`src/rtl/im_loader_pkg.sv`:
```
// Shared types and constants for the instruction-memory loader.
package im_loader_pkg;

  typedef enum logic [2:0] {
    HDR_HI = 3'd0,
    HDR_LO = 3'd1,
    DATA   = 3'd2,
    WRITE  = 3'd3,
    CSUM   = 3'd4,
    DONE   = 3'd5,
    ERR    = 3'd6
  } state_t;

  localparam logic IM_WR      = 1'b1;
  localparam int   HDR_BYTES  = 2;
  localparam int   WORD_BYTES = 4;

endpackage

```
`src/rtl/im_loader_word_asm.sv`:
```
// Big-endian word assembler: shifts stream bytes in MSB first and flags the
// byte that completes a word, presenting the full word in that same cycle.
module im_word_asm
  import im_loader_pkg::*;
(
  input  logic        clk,
  input  logic        rst_n,
  input  logic        i_clear,
  input  logic        i_shift,
  input  logic [7:0]  i_byte,
  output logic [31:0] o_word,
  output logic        o_word_valid
);

  logic [23:0] r_shift;
  logic [1:0]  r_cnt;

  // The completing byte is folded in combinationally so the writer can latch
  // the whole word on the very edge that accepts its last byte.
  assign o_word       = {r_shift, i_byte};
  assign o_word_valid = i_shift && (r_cnt == 2'(WORD_BYTES - 1));

  always_ff @(posedge clk or negedge rst_n) begin
    if (!rst_n) begin
      r_shift <= '0;
      r_cnt   <= '0;
    end else if (i_clear) begin
      r_shift <= '0;
      r_cnt   <= '0;
    end else if (i_shift) begin
      r_shift <= o_word[23:0];
      r_cnt   <= r_cnt + 2'd1;
    end
  end

endmodule

```
`src/rtl/im_loader.sv`:
```
// Streams a length-prefixed big-endian image into instruction memory and holds
// the CPU in reset until done. Optional checksum byte: define IM_LOADER_CSUM_EN.
module im_loader
  import im_loader_pkg::*;
#(
  parameter int          MAX_WORDS = 20,
  parameter logic [31:0] BASE_ADDR = 32'h0
) (
  input  logic        clk,
  input  logic        rst_n,
  input  logic [7:0]  i_in_byte,
  input  logic        i_in_valid,
  output logic        o_in_ready,
  input  logic        i_reload,
  output logic [31:0] o_im_add,
  output logic [31:0] o_im_data,
  output logic        o_im_en,
  output logic        o_im_rd_wr,
  output logic        o_cpu_rst,
  output logic        o_load_done,
  output logic        o_load_err
);

`ifdef IM_LOADER_CSUM_EN
  localparam state_t END_STATE = CSUM;
  logic [7:0] r_xor;
`else
  localparam state_t END_STATE = DONE;
`endif

  state_t      r_state;
  logic [15:0] r_n;
  logic [15:0] r_idx;
  logic [31:0] r_im_add;
  logic [31:0] r_im_data;
  logic        r_im_en;
  logic        r_im_rd_wr;
  logic        r_cpu_rst;
  logic        r_load_done;
  logic        r_load_err;

  logic        w_xfer;
  logic        w_shift;
  logic [15:0] w_n_full;
  logic [15:0] w_idx_next;
  logic [31:0] w_word;
  logic        w_word_valid;

  // Gated by rst_n so no byte is ever accepted while reset is asserted.
  assign o_in_ready = rst_n && ((r_state == HDR_HI) || (r_state == HDR_LO) ||
                                (r_state == DATA)   || (r_state == CSUM));
  assign w_xfer     = i_in_valid && o_in_ready;
  assign w_shift    = w_xfer && (r_state == DATA) && !i_reload;
  assign w_n_full   = {r_n[15:8], i_in_byte};
  assign w_idx_next = r_idx + 16'd1;

  im_word_asm u_word_asm (
    .clk          (clk),
    .rst_n        (rst_n),
    .i_clear      (i_reload),
    .i_shift      (w_shift),
    .i_byte       (i_in_byte),
    .o_word       (w_word),
    .o_word_valid (w_word_valid)
  );

  always_ff @(posedge clk or negedge rst_n) begin
    if (!rst_n) begin
      r_state     <= HDR_HI;
      r_n         <= '0;
      r_idx       <= '0;
      r_im_add    <= BASE_ADDR;
      r_im_data   <= '0;
      r_im_en     <= 1'b0;
      r_im_rd_wr  <= 1'b0;
      r_cpu_rst   <= 1'b0;
      r_load_done <= 1'b0;
      r_load_err  <= 1'b0;
`ifdef IM_LOADER_CSUM_EN
      r_xor       <= '0;
`endif
    end else if (i_reload) begin
      r_state     <= HDR_HI;
      r_n         <= '0;
      r_idx       <= '0;
      r_im_en     <= 1'b0;
      r_im_rd_wr  <= 1'b0;
      r_cpu_rst   <= 1'b0;
      r_load_done <= 1'b0;
      r_load_err  <= 1'b0;
`ifdef IM_LOADER_CSUM_EN
      r_xor       <= '0;
`endif
    end else begin
      r_im_en    <= 1'b0;
      r_im_rd_wr <= 1'b0;
`ifdef IM_LOADER_CSUM_EN
      if (w_xfer && ((r_state == HDR_HI) || (r_state == HDR_LO) || (r_state == DATA)))
        r_xor <= r_xor ^ i_in_byte;
`endif
      case (r_state)
        HDR_HI: begin
          if (w_xfer) begin
            r_n     <= {i_in_byte, 8'h00};
            r_state <= HDR_LO;
          end
        end
        HDR_LO: begin
          if (w_xfer) begin
            r_n[7:0] <= i_in_byte;
            if (w_n_full > 16'(MAX_WORDS)) begin
              r_state    <= ERR;
              r_load_err <= 1'b1;
            end else if (w_n_full == 16'd0) begin
              r_state     <= END_STATE;
              r_load_done <= (END_STATE == DONE);
            end else begin
              r_state <= DATA;
            end
          end
        end
        DATA: begin
          if (w_word_valid) begin
            r_state    <= WRITE;
            r_im_en    <= 1'b1;
            r_im_rd_wr <= IM_WR;
            r_im_add   <= BASE_ADDR + {14'b0, r_idx, 2'b00};
            r_im_data  <= w_word;
          end
        end
        WRITE: begin
          r_idx <= w_idx_next;
          if (w_idx_next == r_n) begin
            r_state     <= END_STATE;
            r_load_done <= (END_STATE == DONE);
          end else begin
            r_state <= DATA;
          end
        end
        CSUM: begin
`ifdef IM_LOADER_CSUM_EN
          if (w_xfer) begin
            if (i_in_byte == r_xor) begin
              r_state     <= DONE;
              r_load_done <= 1'b1;
            end else begin
              r_state    <= ERR;
              r_load_err <= 1'b1;
            end
          end
`else
          r_state    <= ERR;
          r_load_err <= 1'b1;
`endif
        end
        DONE: begin
          r_cpu_rst <= 1'b1;
        end
        ERR: begin
          r_load_err <= 1'b1;
        end
        default: begin
          r_state    <= ERR;
          r_load_err <= 1'b1;
        end
      endcase
    end
  end

  assign o_im_add    = r_im_add;
  assign o_im_data   = r_im_data;
  assign o_im_en     = r_im_en;
  assign o_im_rd_wr  = r_im_rd_wr;
  assign o_cpu_rst   = r_cpu_rst;
  assign o_load_done = r_load_done;
  assign o_load_err  = r_load_err;

endmodule

```
`config.mk`:
```
export PLATFORM = sky130hd
export DESIGN_NAME = im_loader
export DESIGN_NICKNAME = d
export VERILOG_FILES = /design/src/rtl/im_loader_pkg.sv /design/src/rtl/im_loader_word_asm.sv /design/src/rtl/im_loader.sv
export SDC_FILE = /design/constraint.sdc
export NUM_CORES = 1
export LEC_CHECK = 0
export ABC_AREA = 1
export BUFFER_PORTS_ARGS = -buffer_cell sky130_fd_sc_hd__buf_2
export CAP_MARGIN = 20
export CORE_MARGIN = 3
export CORE_UTILIZATION = 51
export DETAILED_ROUTE_END_ITERATION = 10
export GPL_ROUTABILITY_DRIVEN = 0
export PLACE_DENSITY = 0.81
export SYNTH_ARGS = -nofsm -noshare
export SYNTH_HDL_FRONTEND = slang
export SYNTH_SLANG_ARGS = --single-unit
```
`constraint.sdc`:
```
create_clock -name clk -period 3.8 [get_ports clk]
set_input_delay 0.76 -clock clk [delete_from_list [all_inputs] [get_ports clk]]
set_output_delay 0.76 -clock clk [all_outputs]
set_load 0.005 [all_outputs]
```
==> reports/qor.csv, run 1 <==
stage;metric;value;unit
global_route;overflow;0;
detailed_routing;wl;13.8;mm
global_route;grt_pass1_wl;22.3;mm
layout;layout.area.seq;0.00283;mm^2
cts;cts_made_buffers;17;
detailed_routing;drtAntennaViolNets;0;
yosys;yosys_warnings;0;
power;total_power;3.30;mW
layout;fillCellCount;790;
cts;cts_tree;done;
cts;cts_resized;0;
placement;port_buffers;65;
layout;layout-drive-gt1-share;17.3;%
critical_path;crit_arrival;2900;ps
placement;placed_cell_area;0.00574;mm^2
critical_path;critPathMaxFanout;55;
layout;nNetsFinal;729;
layout;area_growth;17.4;%
power;power_switching;1.00;mW
floorplan;die_h;109;um
outcome;outcome;finished, final reports clean;
critical_path;required;4240;ps
power;pwr-share-comb;13.2;%
sta;slew_headroom;44.3;%
sta;rsz0062_at_grt;no;
yosys;synth.cell_area;0.00540;mm^2
power;powerDensity;520;mW/mm^2
floorplan;initial_core_util;53.8;%
sta;tightest_slew;833;ps
cts;clk_pin_slew;70;ps
yosys;yosysTopAreaCell;dfrtp_1;
sta;tns;0;ps
critical_path;crit_type;flop to flop;
sta;finalCriticalPeriod;2460;ps
power;p_leak;3.18;nW
yosys;synthCells;647;
yosys;yosysSeqAreaShare;52.3;%
sta;drv_slew;0;
power;p_int;2.30;mW
floorplan;coreArea;0.0100;mm^2
yosys;yosysTopAreaCellShare;52.3;%
power;clockPowerShare;47.1;%
global_route;grt_max_degree;84;
sta;hold_viol_final;0;
detailed_routing;post-route-drc-count;0;
sta;fmaxAchievable;0.407;GHz
power;p_sw_share;30.4;%
sta;skew;5.75;ps
floorplan;std_cell_rows;36;
sta;period_share;64.7;%
detailed_routing;num_vias;4781;
layout;multi_input_area;0.00207;mm^2
sta;setup_viol;0;
global_route;grt_pass1_vias;4737;
floorplan;die-area;0.0119;mm^2
cts;clock_sinks;113;
detailed_routing;wire_per_inst;16.0;um
detailed_routing;firstDrtPassIters;5;
yosys;avgSynthCellArea;8.35;um^2
layout;design_area;0.00634;mm^2
placement;placedCellCount;828;
cts;cts_buffer_depth;2;
yosys;synth.top_cells.by_area;dfrtp_1, nand2_1, inv_1;
cts;cts_root_buffer;clkbuf_8;
detailed_routing;first_iter_violations;460;
global_route;antenna_found_initial;0;
cts;clk_latency;530;ps
critical_path;worst_setup_path_start_kind;flop;
placement;dpl.hpwl;9.27;mm
detailed_routing;via_per_inst;5.55;
hold_path;min_path_type;input port to async pin;
flow_run;maxCapViolations;0;
power;ir_drop;0.319;mV
layout;antenna_cells;0;
power;power_frac_seq;39.6;%
cts;cts_hold_buffers;0;
layout;layout.cells.non_filler;861;
global_route;grt_usage;24.3;%
critical_path;crit_path_end_kind;flop;
floorplan;die_w;109;um
yosys;synth-seq-cells;113;
cts;cts-htree-levels;4;
floorplan;boundaryPins;82;
cts;cts_setup_buffers;0;
yosys;yosys.cell_types.count;32;
synthesized netlist by cell type (all sizes together):
cell,number
or2,1
buf,27
xor2,1
ha,2
nand4,10
o22ai,45
inv,85
clkbuf,9
o21ai,67
nand2,173
nand3,58
a22o,1
nor2,41
dfrtp,113
a211oi,1
a21oi,3
o31ai,1
conb,1
nor3,6
xnor2,1
xor3,1
placed cells by master, fill, tap and decap left out, types with 2 or more instances in the layout:
cell | Yosys | final
dfrtp_1 | 113 | 113
nor3_1 | 6 | 6
a21oi_1 | 3 | 3
o21ai_1 | 31 | 31
clkbuf_16 | 0 | 16
nand2_1 | 167 | 167
o22ai_1 | 45 | 45
nor2_4 | 5 | 5
ha_1 | 2 | 2
conb_1 | 1 | 16
nor2_1 | 30 | 30
clkinvlp_4 | 0 | 2
o21ai_0 | 36 | 36
nand2_2 | 5 | 5
nand4_1 | 9 | 9
inv_8 | 0 | 4
inv_6 | 0 | 8
buf_4 | 18 | 5
buf_2 | 5 | 64
inv_2 | 3 | 3
nand3_2 | 2 | 2
nand3_1 | 56 | 56
inv_1 | 82 | 82
nor2_2 | 6 | 6
final timing paths:
path                                           to  depth (start not counted)  slack, ps   startpoint
hold reg to reg                       o_load_done                          2        470  o_load_done
hold / removal                           r_idx[9]                          1        160        rst_n
setup / recovery                    o_im_data[16]                         11       1340   r_state[2]
min in group clk                      o_load_done                          2        470  o_load_done
setup reg to reg                    o_im_data[16]                         11       1340   r_state[2]
max in group asynchronous  u_word_asm.r_shift[18]                          3       2700        rst_n
critical path, cell delays in order (launching register included):
cell and delay (ps):
dfrtp_1 520, inv_2 90, nor2_1 230, nor2_4 60, nand2_2 90, inv_2 50, nand2_1 90, nor2_2 70
nand2_4 340, buf_4 510, nand2_1 140, o21ai_1 160
layout make-up:
class	instances	share of cell area [%]
sequential	113	44.6
inverter	85	5.03
tap	133	2.62
clock inverter	15	2.52
timing repair buffer	70	6.07
clock buffer	17	6.53
multi-input combinational	428	32.7
power groups by stage:
stage,clock [mW],combinational (mW),sequential [mW]
final,1.56,0.437,1.31
after global routing,1.63,0.490,1.31
after detailed placement,0,0.421,1.33
after CTS,1.56,0.428,1.31
after global placement,0,0.412,1.32
after floorplan,0,0.321,1.31
registers in the layout, summed over array words and instances, names as in the netlist:
signal              cells
u_word_asm.r_cnt        2
u_word_asm.r_shift     24
o_im_data              32
o_cpu_rst               1
o_load_done             1
r_idx                  16
o_im_rd_wr              1
r_n                    16
r_state                 3
o_im_add               16
o_load_err              1
cell families (layout without fill, tap and decap cells):
| group | after synthesis | in the layout | share of synthesized area, % |
|---|---|---|---|
| and+or+nand+nor | 289 | 289 | 23.9 |
| buffers and inverters | 121 | 187 | 10.4 |
| AOI/OAI and AO/OA | 118 | 118 | 12.1 |
| DFF | 113 | 113 | 52.3 |
| xor gates and xnor gates | 3 | 3 | 0.764 |
| adders and majority gates | 2 | 2 | 0.463 |
| other | 1 | 16 | 0.0694 |
metrics by stage:
step	utilization (%)	worst slack [ps]	hold WS [ps]
6_report	63.2	1340	161
2_1_floorplan	-	1930	464
3_5_place_dp	57.2	947	468
5_1_grt	63.2	1100	187
3_3_place_gp	57.2	1080	461
4_1_cts	62.9	1360	173
layer usage:
| layer | track usage (%) | routed length [um] | vias to the layer above |
|---|---|---|---|
| met4 | 11.6 | 446 | 0 |
| met3 | 6.81 | 1040 | 48 |
| li1 | - | - | 2236 |
| met1 | 31.1 | 5760 | 2257 |
| met2 | 38.0 | 6520 | 240 |
| met5 | 0 | 0 | - |
No activity file was read; power rests on OpenSTA's default activity.
==> run 2, diff against run 1 <==
==> constraint.sdc (replaced) <==
create_clock -name clk -period 2.3 [get_ports clk]
set_input_delay 0.46 -clock clk [delete_from_list [all_inputs] [get_ports clk]]
set_output_delay 0.46 -clock clk [all_outputs]
set_load 0.005 [all_outputs]
==> reports/qor.csv, run 2 (synthesized netlist as in run 1, its figures left out) <==
stage;metric;value;unit;change
cts;clk_latency;520;ps;was 530 ps
floorplan;coreArea;0.0100;mm^2;unchanged
sta;drv_slew;0;;unchanged
power;total_power;5.61;mW;was 3.30 mW
critical_path;crit_path_end_kind;flop;;unchanged
power;ir_drop;0.568;mV;was 0.319 mV
cts;cts_hold_buffers;0;;unchanged
cts;cts_tree;done;;unchanged
sta;period_share;93.7;%;was 64.7%
placement;dpl.hpwl;9.63;mm;was 9.27 mm
global_route;antenna_found_initial;0;;unchanged
sta;skew;10.1;ps;was 5.75 ps
global_route;grt_usage;25.3;%;was 24.3%
sta;setup_viol;0;;unchanged
layout;nNetsFinal;737;;was 729
critical_path;critPathMaxFanout;5;;was 55
hold_path;min_path_type;input port to async pin;;unchanged
flow_run;maxCapViolations;0;;unchanged
layout;area_growth;19.5;%;was 17.4%
floorplan;boundaryPins;82;;unchanged
sta;tightest_slew;606;ps;was 833 ps
global_route;grt_pass1_wl;23.3;mm;was 22.3 mm
floorplan;std_cell_rows;36;;unchanged
power;powerDensity;869;mW/mm^2;was 520 mW/mm^2
layout;final_common_cell;nand2_1;;unchanged
cts;cts_root_buffer;clkbuf_8;;unchanged
detailed_routing;drtAntennaViolNets;0;;unchanged
cts;clock_sinks;113;;unchanged
sta;hold_viol_final;0;;unchanged
power;p_int;4.00;mW;was 2.30 mW
critical_path;worst_setup_path_start_kind;flop;;unchanged
critical_path;crit_arrival;2610;ps;was 2900 ps
detailed_routing;wl;14.5;mm;was 13.8 mm
global_route;overflow;0;;unchanged
power;power_switching;1.62;mW;was 1.00 mW
global_route;grt_pass1_vias;4799;;was 4737
power;p_sw_share;28.8;%;was 30.4%
floorplan;die_h;109;um;unchanged
cts;cts_made_buffers;17;;unchanged
outcome;outcome;finished, final reports clean;;unchanged
placement;port_buffers;65;;unchanged
detailed_routing;first_iter_violations;553;;was 460
sta;fmaxAchievable;0.464;GHz;was 0.407 GHz
layout;layout-drive-gt1-share;18.6;%;was 17.3%
sta;slew_headroom;59.6;%;was 44.3%
cts;cts_buffer_depth;2;;unchanged
cts;clk_pin_slew;60;ps;was 70 ps
layout;layout.cells.non_filler;869;;was 861
sta;finalCriticalPeriod;2160;ps;was 2460 ps
sta;tns;0;ps;unchanged
power;power_frac_seq;38.6;%;was 39.6%
floorplan;die-area;0.0119;mm^2;unchanged
critical_path;worstSetupStartpoint;r_idx[0];;was r_state[2]
detailed_routing;post-route-drc-count;0;;unchanged
sta;whs;26.1;ps;was 161 ps
critical_path;required;2750;ps;was 4240 ps
placement;placedCellCount;833;;was 828
power;p_leak;3.23;nW;was 3.18 nW
placement;placed_cell_area;0.00581;mm^2;was 0.00574 mm^2
cts;cts-htree-levels;4;;unchanged
critical_path;r2r-start;r_idx[0];;was r_state[2]
layout;antenna_cells;0;;unchanged
layout;design_area;0.00645;mm^2;was 0.00634 mm^2
detailed_routing;firstDrtPassIters;5;;unchanged
detailed_routing;num_vias;4897;;was 4781
critical_path;crit_type;flop to flop;;unchanged
layout;largest_reg_flops;32;;unchanged
power;clockPowerShare;48.2;%;was 47.1%
detailed_routing;wire_per_inst;16.6;um;was 16.0 um
floorplan;die_w;109;um;unchanged
layout;final_cell_mix;nand2_1, dfrtp_1, inv_1, buf_2, nand3_1;;unchanged
global_route;grt_max_degree;114;;was 84
sta;rsz0062_at_grt;no;;unchanged
detailed_routing;via_per_inst;5.64;;was 5.55
power;pwr-share-comb;13.2;%;about the same
floorplan;initial_core_util;53.8;%;unchanged
-- run 2: routing by layer --
| metal | part of all wire [%] | wire [um] | track usage [%] |
|---|---|---|---|
| met1 | 40 | 5740 | 32.3 |
| met5 | 0 | 0 | 0 |
| met4 | 3.2 | 469 | 13.2 |
| met3 | 8.8 | 1270 | 6.45 |
| met2 | 48 | 6980 | 39.9 |
-- run 2: layout make-up --
| type | instances | area, um^2 |
|---|---|---|
| repair buffers | 78 | 448 |
| multi-input cells | 428 | 2080 |
| well taps | 133 | 166 |
| clock buffers | 17 | 414 |
| inverters | 85 | 319 |
| fillers | 759 | 3590 |
| flip-flops and latches | 113 | 2830 |
| clock inverters | 15 | 196 |
-- run 2: worst paths after layout --
kind | to | cells past startpoint | slack [ps]
setup reg to reg | r_state[2] | 15 | 140
hold reg to reg | o_im_add[9] | 2 | 480
setup / recovery | r_state[2] | 15 | 140
hold / removal | r_idx[11] | 2 | 30
max in group asynchronous | r_idx[0] | 2 | 1790
min in group clk | o_load_err | 2 | 220
-- run 2: per-stage QoR --
stage / setup WS (ps) / utilization, %
global placement: 398 / 57.8
global route: 2.57 / 64.3
finish: 144 / 64.3
detailed placement: 255 / 57.8
floorplan: 539 / -
CTS: 153 / 63.9
-- run 2: what timing repair did --
action / 4_1_cts / 5_1_grt
buffers inserted: 0 / 4
resized for setup: 0 / 5
setup endpoints to repair: 0 / 4
-- run 2: power groups by stage --
stage          Combinational [mW]  Clock (mW)  Sequential (mW)
2_1_floorplan               0.531           0             2.16
3_3_place_gp                0.684           0             2.19
3_5_place_dp                0.710           0             2.19
4_1_cts                     0.724        2.72             2.16
5_1_grt                     0.819        2.84             2.17
6_report                    0.741        2.71             2.16
-- run 2: critical path: stages, from the launching register on --
cell	delay, ps
dfrtp_2	410
ha_1	220
nand2_2	100
nor2_4	180
clkbuf_2	190
buf_4	130
nand4_1	120
nand3_1	120
nand2_1	50
nor2_1	130
nand2_1	70
nor2_1	110
nand3_1	100
nand2_1	70
nand2_1	40
nand2_1	60
